### config.mk
export PLATFORM = sky130hd
export DESIGN_NAME = pwm_multichannel
export DESIGN_NICKNAME = d
export VERILOG_FILES = /design/src/rtl/pwm_multichannel.sv
export SDC_FILE = /design/constraint.sdc
export NUM_CORES = 1
export LEC_CHECK = 0
export CELL_PAD_IN_SITES_DETAIL_PLACEMENT = 1
export CELL_PAD_IN_SITES_GLOBAL_PLACEMENT = 2
export CORE_AREA = 2 2 134 136
export DETAILED_ROUTE_END_ITERATION = 6
export DIE_AREA = 0 0 136 138
export GPL_ROUTABILITY_DRIVEN = 0
export PLACE_DENSITY = 0.81
export SYNTH_ARGS = -nofsm -noshare
export SYNTH_HDL_FRONTEND = slang
export SYNTH_SLANG_ARGS = --single-unit
### constraint.sdc
create_clock -name clk -period 8.7 [get_ports clk]
set_clock_uncertainty 0.2 [all_clocks]
set_input_delay 1.74 -clock clk [delete_from_list [all_inputs] [get_ports clk]]
set_output_delay 1.74 -clock clk [all_outputs]
set_load 0.01 [all_outputs]
### src/rtl/pwm_multichannel.sv
// Multi-channel PWM generator with debounced push-button duty control.
// One shared counter drives every channel; shadow duties are applied only at period boundaries.
module pwm_multichannel #(
  parameter  int CHANNELS     = 4,
  parameter  int CNT_WIDTH    = 8,
  parameter  int PERIOD       = 100,
  parameter  int STEP         = 10,
  parameter  int DUTY_INIT    = 50,
  parameter  int DEBOUNCE_DIV = 250000,
  localparam int SEL_W        = (CHANNELS > 1) ? $clog2(CHANNELS) : 1
) (
  input  logic                          clk,
  input  logic                          rst,
  input  logic                          swt_increase,
  input  logic                          swt_decrease,
  input  logic                          swt_select,
  input  logic                          mode,
  output logic [CHANNELS-1:0]           PWM_OUT,
  output logic [CHANNELS*CNT_WIDTH-1:0] DUTY_CYCLE,
  output logic [SEL_W-1:0]              SEL_CH
);

  localparam int                  DB_W     = $clog2(DEBOUNCE_DIV);
  localparam logic [DB_W-1:0]     DB_LAST  = DB_W'(DEBOUNCE_DIV - 1);
  localparam logic [CNT_WIDTH-1:0] CNT_LAST = CNT_WIDTH'(PERIOD - 1);
  localparam logic [CNT_WIDTH-1:0] PERIOD_C = CNT_WIDTH'(PERIOD);
  localparam logic [CNT_WIDTH:0]   PERIOD_X = (CNT_WIDTH + 1)'(PERIOD);
  localparam logic [CNT_WIDTH:0]   STEP_X   = (CNT_WIDTH + 1)'(STEP);
  localparam logic [CNT_WIDTH-1:0] DUTY_RST = CNT_WIDTH'(DUTY_INIT);
  localparam logic [SEL_W-1:0]     SEL_LAST = SEL_W'(CHANNELS - 1);

  typedef enum logic {DIR_UP, DIR_DOWN}       dir_e;
  typedef enum logic {MODE_EDGE, MODE_CENTER} mode_e;

  logic [DB_W-1:0]      db_cnt_q, db_cnt_d;
  logic [2:0]           btn_s1_q, btn_s1_d, btn_s2_q, btn_s2_d;
  logic                 sample_en;
  logic [2:0]           press;
  logic [SEL_W-1:0]     sel_q, sel_d;
  logic [CNT_WIDTH-1:0] duty_sh_q  [CHANNELS];
  logic [CNT_WIDTH-1:0] duty_sh_d  [CHANNELS];
  logic [CNT_WIDTH-1:0] duty_act_q [CHANNELS];
  logic [CNT_WIDTH-1:0] duty_act_d [CHANNELS];
  logic [CNT_WIDTH-1:0] sel_duty, new_duty;
  logic [CNT_WIDTH:0]   inc_sum;
  logic [CNT_WIDTH-1:0] cnt_q, cnt_d;
  dir_e                 dir_q, dir_d;
  mode_e                mode_q, mode_d;
  logic                 bnd;
  logic [CHANNELS-1:0]  pwm_q, pwm_d;

  // Buttons are sampled at a slow tick; a press is a rising edge between two consecutive samples.
  always_comb begin
    sample_en = (db_cnt_q == DB_LAST);
    db_cnt_d  = sample_en ? '0 : db_cnt_q + DB_W'(1);
    btn_s1_d  = sample_en ? {swt_select, swt_decrease, swt_increase} : btn_s1_q;
    btn_s2_d  = sample_en ? btn_s1_q : btn_s2_q;
    press     = btn_s1_q & ~btn_s2_q & {3{sample_en}};
  end

  always_comb begin
    sel_duty = duty_sh_q[0];
    for (int unsigned i = 0; i < CHANNELS; i++)
      if (SEL_W'(i) == sel_q) sel_duty = duty_sh_q[i];
    inc_sum  = {1'b0, sel_duty} + STEP_X;
    new_duty = sel_duty;
    if (press[0] && !press[1])
      new_duty = (inc_sum > PERIOD_X) ? PERIOD_C : inc_sum[CNT_WIDTH-1:0];
    else if (press[1] && !press[0])
      new_duty = ({1'b0, sel_duty} >= STEP_X) ? sel_duty - STEP_X[CNT_WIDTH-1:0] : '0;
    duty_sh_d = duty_sh_q;
    for (int unsigned i = 0; i < CHANNELS; i++)
      if (SEL_W'(i) == sel_q) duty_sh_d[i] = new_duty;
    sel_d = sel_q;
    if (press[2]) sel_d = (sel_q == SEL_LAST) ? '0 : sel_q + SEL_W'(1);
  end

  // Every boundary leaves the counter at 0 counting up, which also makes a mode switch restart cleanly.
  always_comb begin
    bnd        = (mode_q == MODE_EDGE) ? (cnt_q == CNT_LAST)
                                       : (dir_q == DIR_DOWN && cnt_q == '0);
    cnt_d      = cnt_q;
    dir_d      = dir_q;
    mode_d     = mode_q;
    duty_act_d = duty_act_q;
    if (bnd) begin
      cnt_d      = '0;
      dir_d      = DIR_UP;
      mode_d     = mode ? MODE_CENTER : MODE_EDGE;
      duty_act_d = duty_sh_q;
    end else if (mode_q == MODE_EDGE) begin
      cnt_d = cnt_q + CNT_WIDTH'(1);
    end else if (dir_q == DIR_UP) begin
      if (cnt_q == CNT_LAST) dir_d = DIR_DOWN;
      else                   cnt_d = cnt_q + CNT_WIDTH'(1);
    end else begin
      cnt_d = cnt_q - CNT_WIDTH'(1);
    end
    for (int unsigned i = 0; i < CHANNELS; i++) begin
      if (mode_q == MODE_CENTER)
        pwm_d[i] = ({1'b0, cnt_q} >= (PERIOD_X - {1'b0, duty_act_q[i]}));
      else
        pwm_d[i] = (cnt_q < duty_act_q[i]);
    end
  end

  always_ff @(posedge clk or posedge rst) begin
    if (rst) begin
      db_cnt_q <= '0;
      btn_s1_q <= '0;
      btn_s2_q <= '0;
      sel_q    <= '0;
      for (int unsigned i = 0; i < CHANNELS; i++) begin
        duty_sh_q[i]  <= DUTY_RST;
        duty_act_q[i] <= DUTY_RST;
      end
      cnt_q  <= '0;
      dir_q  <= DIR_UP;
      mode_q <= MODE_EDGE;
      pwm_q  <= '0;
    end else begin
      db_cnt_q   <= db_cnt_d;
      btn_s1_q   <= btn_s1_d;
      btn_s2_q   <= btn_s2_d;
      sel_q      <= sel_d;
      duty_sh_q  <= duty_sh_d;
      duty_act_q <= duty_act_d;
      cnt_q      <= cnt_d;
      dir_q      <= dir_d;
      mode_q     <= mode_d;
      pwm_q      <= pwm_d;
    end
  end

  always_comb begin
    DUTY_CYCLE = '0;
    for (int unsigned i = 0; i < CHANNELS; i++)
      DUTY_CYCLE[i*CNT_WIDTH +: CNT_WIDTH] = duty_sh_q[i];
  end

  assign PWM_OUT = pwm_q;
  assign SEL_CH  = sel_q;

endmodule

* Word-level counts from Yosys, hierarchy flattened
Index checks and enable logic that the tools add are counted.
** Operators by class
- Reduce and logical (&&, ||, !) cells :: 8
- Equal/unequal tests :: 7
- Mux-type cells :: 23
- Add/subtract/negate cells :: 10
- Bitwise gates (word level) :: 3
- Magnitude comparators :: 10
** Operator list (count)
- 8-bit two-way mux :: 11
- 8-bit by 9-bit greater-or-equal comparator with 1-bit output :: 4
- 7-bit by 8-bit subtractor with 9-bit output (first input constant) :: 4
- 8-bit less-than comparator :: 4
- 18-bit by 1-bit adder with 18-bit output (second input constant) :: 1
- 18-bit equality test (second input constant) :: 1
- 18-bit two-way mux :: 1
- 1-bit two-way mux :: 10
- 8-bit by 4-bit adder with 9-bit output (second input constant) :: 1
- 9-bit by 7-bit greater-than comparator with 1-bit output (second input constant) :: 1
- 8-bit by 1-bit adder with 8-bit output (second input constant) :: 1
- 8-bit by 7-bit equality test with 1-bit output (second input constant) :: 1
- 8-bit by 4-bit greater-or-equal comparator with 1-bit output (second input constant) :: 1
- 8-bit logical NOT :: 1
- 8-bit by 1-bit subtractor with 8-bit output (second input constant) :: 1
- 8-bit by 4-bit subtractor with 8-bit output (second input constant) :: 1
- 3-bit AND :: 2
- 2-bit equality test (first input constant) :: 2
- 4-bit != test (second input constant) :: 1
- 1-bit logical AND :: 3
- 3-bit NOT :: 1
- 2-bit by 1-bit adder with 2-bit output (second input constant) :: 1
- 1-bit by 2-bit equality test with 1-bit output (first input constant) :: 1
- 2-bit equality test (second input constant) :: 1
- 4 further kinds :: 5
** Word-level totals
- Register bits :: 104
- Input bits :: 6
- Output and inout port bits :: 38
- Word-level logic and storage cells :: 77

* Logic depth before layout (Yosys ltp)
- Word-level depth :: 8
- Depth in mapped cells :: 15
- Mapped depth without buffers :: 14

* Worst setup path after synthesis
OpenSTA, ideal clock, no wires.
- Path type :: flip-flop to flip-flop
- Start :: reg sel_q[1], in the netlist SEL_CH[1]
- End :: reg duty_sh_q, in the netlist DUTY_CYCLE[17]
- Data arrival time :: 3036 ps
- Path buffers :: 2
- Period minus slack after synthesis :: 3318 ps
- Cell stages (with the launch flop) :: 16
- Required time :: 8418 ps
- Library setup time :: 82 ps
- Path slack :: 5382 ps
- Cells stage by stage :: dfrtp_1 -> inv_1 -> ha_1 -> buf_6 -> buf_12 -> mux2i_2 -> a221oi_2 -> ha_1 -> inv_1 -> a2111oi_0 -> a221oi_1 -> o2111ai_1 -> o31ai_4 -> a32oi_2 -> a21oi_2 -> mux2_2
** On the way
- Word-level cells in the longest chain between the ends :: 8
- Elaborated cells between the ends (all ways) :: 14
- Those cells by class :: add/sub (2); order compare (2); eq/ne (3); mux (7)
** RTL lines
- start, declared :: RTL line 39 : logic [SEL_W-1:0] sel_q, sel_d;
- start signal, assigned :: RTL line 125 : sel_q <= sel_d;
- 1-bit by 2-bit equality test with 1-bit output :: RTL line 64 : if (SEL_W'(i) == sel_q) sel_duty = duty_sh_q[i];
- 8-bit two-way mux (3 in series) :: RTL line 64
- 8-bit by 4-bit adder with 9-bit output, or another cell as far along :: RTL line 65 : inc_sum = {1'b0, sel_duty} + STEP_X;
- 9-bit by 7-bit greater-than comparator with 1-bit output / 8-bit two-way mux (equally long branches) :: RTL line 68, 70
- 8-bit two-way mux (on tied branches) :: RTL line 68, 69
- 8-bit two-way mux :: RTL line 67 : if (press[0] && !press[1])
- end signal, assigned :: RTL line 126 : duty_sh_q <= duty_sh_d;
- end, declared :: RTL line 40 : logic [CNT_WIDTH-1:0] duty_sh_q [CHANNELS];
Parallel ways exist; a longest one is shown, timed or not.
A chain may end at the register's enable or synchronous reset.

* Worst setup path after layout
- Start :: reg sel_q[0], in the netlist SEL_CH[0]
- End :: reg duty_sh_q, in the netlist DUTY_CYCLE[17]
Same word-level chain as after synthesis.

==> impl_metrics.ini <==
[status]
outcome = complete, no violations

[worst_setup_path]
worstRegToRegCells = 15
worstPathMaxFanout = 31
arrival_ns = 4.10
cp.depth = 15
cp_num_buf_inv = 4
crit_family = compound AO/OA/AOI/OAI gates
crit_chain = inv_1 > ha_1 > buf_4 > nor2_4 > a221o_2 > inv_2 > ha_1 > inv_1 > a2111oi_0 > a221oi_1 > o2111ai_1 > o31ai_4 > a32oi_2 > a21oi_2 > mux2_2
worstSetupPathType = reg2reg
slowest_delay_ns = 0.52
required_ns = 8.80
cp-end-kind = flop
start_kind = flop
crit_slowest_cell = a2111oi_0

[sta]
fin_hold_ws_ns = 0.3043
fin_crit_sh_pct = 46.01
post-route-worst-setup-slack_ns = 4.697
finalCriticalPeriod_ns = 4.003
rsz0062_at_grt = false
slew_headroom_pct = 50.91
hold_violations = 0
max_freq_mhz = 249.8
finalSetupViolations = 0
setup_tns_ns = 0
worst_pin_slew_ns = 0.7307
drv_slew = 0

[clock_tree]
ctsResizeCount = 0
cts_setup_buffers = 0
h-tree-depth = 3
ctsRootBufferMaster = clkbuf_16
cts_tree = done
clkSinkCount = 104
ctsHoldBuffers = 0
cts_buffers = 9
clkTransAtPathRegs_ns = 0.07
clk_latency_ns = 0.36
clock_path_buffers = 2

[grt]
grt_use_total_pct = 22.24
grt_pass1_wl_um = 32940
antenna_found_initial = 0
grt_max_degree = 74
gr-total-overflow = 0
grt_pass1_vias = 6193

[route]
drcViolationCount = 0
dr.pass1.iters = 4
routed_wl_um = 19760
via_per_inst = 5.623
wl_per_cell_um = 19.26
drt_iter0_drc = 242
vias = 5769
ant_nets = 0

[synth]
syn_nets = 836
synth_edf_count = 0
async_flop_share_pct = 100.0
ys_seq_area_share_pct = 37.07
synthCells = 756
syn_avg_cell_area_sq_um = 9.392
ys_seq_elements = 104
synthTopCellsByArea = dfrtp_1 28%, ha_1 13%, dfstp_2 8.9%
netlist_area_sq_um = 7101
ys.flop_type = dfrtp_1
synth_area_leader_cell = dfrtp_1
yosysTopAreaCellShare_pct = 28.19
synth.distinct_cells = 75
yosysWarnings = 0

[worst_hold_path]
hp-class = reg2reg
hold_depth = 1

[place]
pre_cts_slack_ns = 4.899
port_buffers = 43
dp.final_hpwl_um = 14450

[cells_and_area]
layout_common_cells = 80 x dfrtp_1, 76 x nand2_1, 74 x ha_1
antenna_cells = 0
fin_nets = 872
fillers = 2062
drive_gt1_share_pct = 12.80
seq_area_sq_um = 2633
area_delta_synth_final_pct = 13.50
multi_input_area_sq_um = 4165
postLayoutCoreUtil_pct = 45.96
final_common_cell = dfrtp_1

[power_and_ir_drop]
power.density_nw_per_um2 = 114.5
peakVddDrop_mv = 0.09207
power.leakage_nw = 3.323
power.total_mw = 0.9228

[run]
drv_cap = 0

[floorplanning]
start_util_pct = 40.50
die_x_um = 136
chipHeight_um = 138
core_area_sq_um = 17530
die_area_sq_um = 18770
rows = 49
io_pins = 44
[cells in the mapped netlist (all sizes together) (4+ instances only)]
library cell / instances
dfrtp: 80
o21ai: 77
nand2: 76
ha: 74
inv: 52
nor2: 49
a21oi: 43
xnor2: 34
mux2: 26
dfstp: 24
nand2b: 19
nor2b: 17
o21a: 16
clkbuf: 15
nand3: 14
xor2: 13
nor3: 11
nand4: 10
and3: 9
buf: 9
a21o: 8
a211oi: 6
mux2i: 5
nor4: 5
o32ai: 5
or3: 5
a2111oi: 4
o31ai: 4
[per-layer routing]
| layer | share of wire [%] | track usage, % | vias to the layer above |
|---|---|---|---|
| met5 | 0 | 0 | - |
| met4 | 2.4 | 7.566 | 0 |
| met3 | 2.7 | 3.447 | 41 |
| met2 | 48 | 36.95 | 97 |
| met1 | 47 | 29.45 | 2882 |
| li1 | - | - | 2749 |
[state kept, by name (all words and copies together) (netlist names)]
signal	cells
btn_s2_q	3
cnt_q	8
duty_act_q	32
mode_q	1
db_cnt_q	18
dir_q	1
DUTY_CYCLE	32
btn_s1_q	3
PWM_OUT	4
SEL_CH	2
[final cells by class]
cell class / count / area share, %
repair buffers: 49 / 5.900
multi-input cells: 576 / 51.68
clock buffers: 10 / 2.841
clock inverters: 6 / 0.9005
inverters: 52 / 2.453
flip-flops and latches: 104 / 32.67
well taps: 229 / 3.555
[metrics by stage]
stage          cell area [sq um]  instances
2_1_floorplan               7101        756
3_3_place_gp                7757       1010
3_5_place_dp                7757       1010
4_1_cts                     8059       1026
5_1_grt                     8059       1026
6_report                    8059       1026
[power by group]
part           internal, mW  switching (mW)  leakage, nW
clock                 0.227           0.200        0.144
combinational       0.00234         0.00987         1.84
sequential            0.484               0         1.34
total                 0.713           0.210         3.32
[final timing paths]
path                                               from                         end  slack (ns)
worst max register to register    SEL_CH[0]$_DFFE_PP0P_  DUTY_CYCLE[17]$_DFFE_PP1P_        4.70
min in group asynchronous                           rst       db_cnt_q[9]$_DFF_PP0_        1.65
max in group asynchronous                           rst  duty_act_q[23]$_DFFE_PP0P_        5.52
worst min-delay path            btn_s2_q[2]$_DFFE_PP0N_     btn_s2_q[2]$_DFFE_PP0N_        0.30
worst min register to register  btn_s2_q[2]$_DFFE_PP0N_     btn_s2_q[2]$_DFFE_PP0N_        0.30
worst max-delay path              SEL_CH[0]$_DFFE_PP0P_  DUTY_CYCLE[17]$_DFFE_PP1P_        4.70
[cell families after synthesis]
kind of cell	count (synthesis)	synth area share, %
AND/OR/NAND/NOR	232	16.63
AO/OA/AOI/OAI	192	17.69
flip-flops	104	37.07
buffers and inverters	76	4.564
adder cells (fa/ha/maj)	74	13.04
XOR/XNOR	47	5.797
multiplexers	31	5.198
Note: power is estimated with default switching activity, not from simulation.
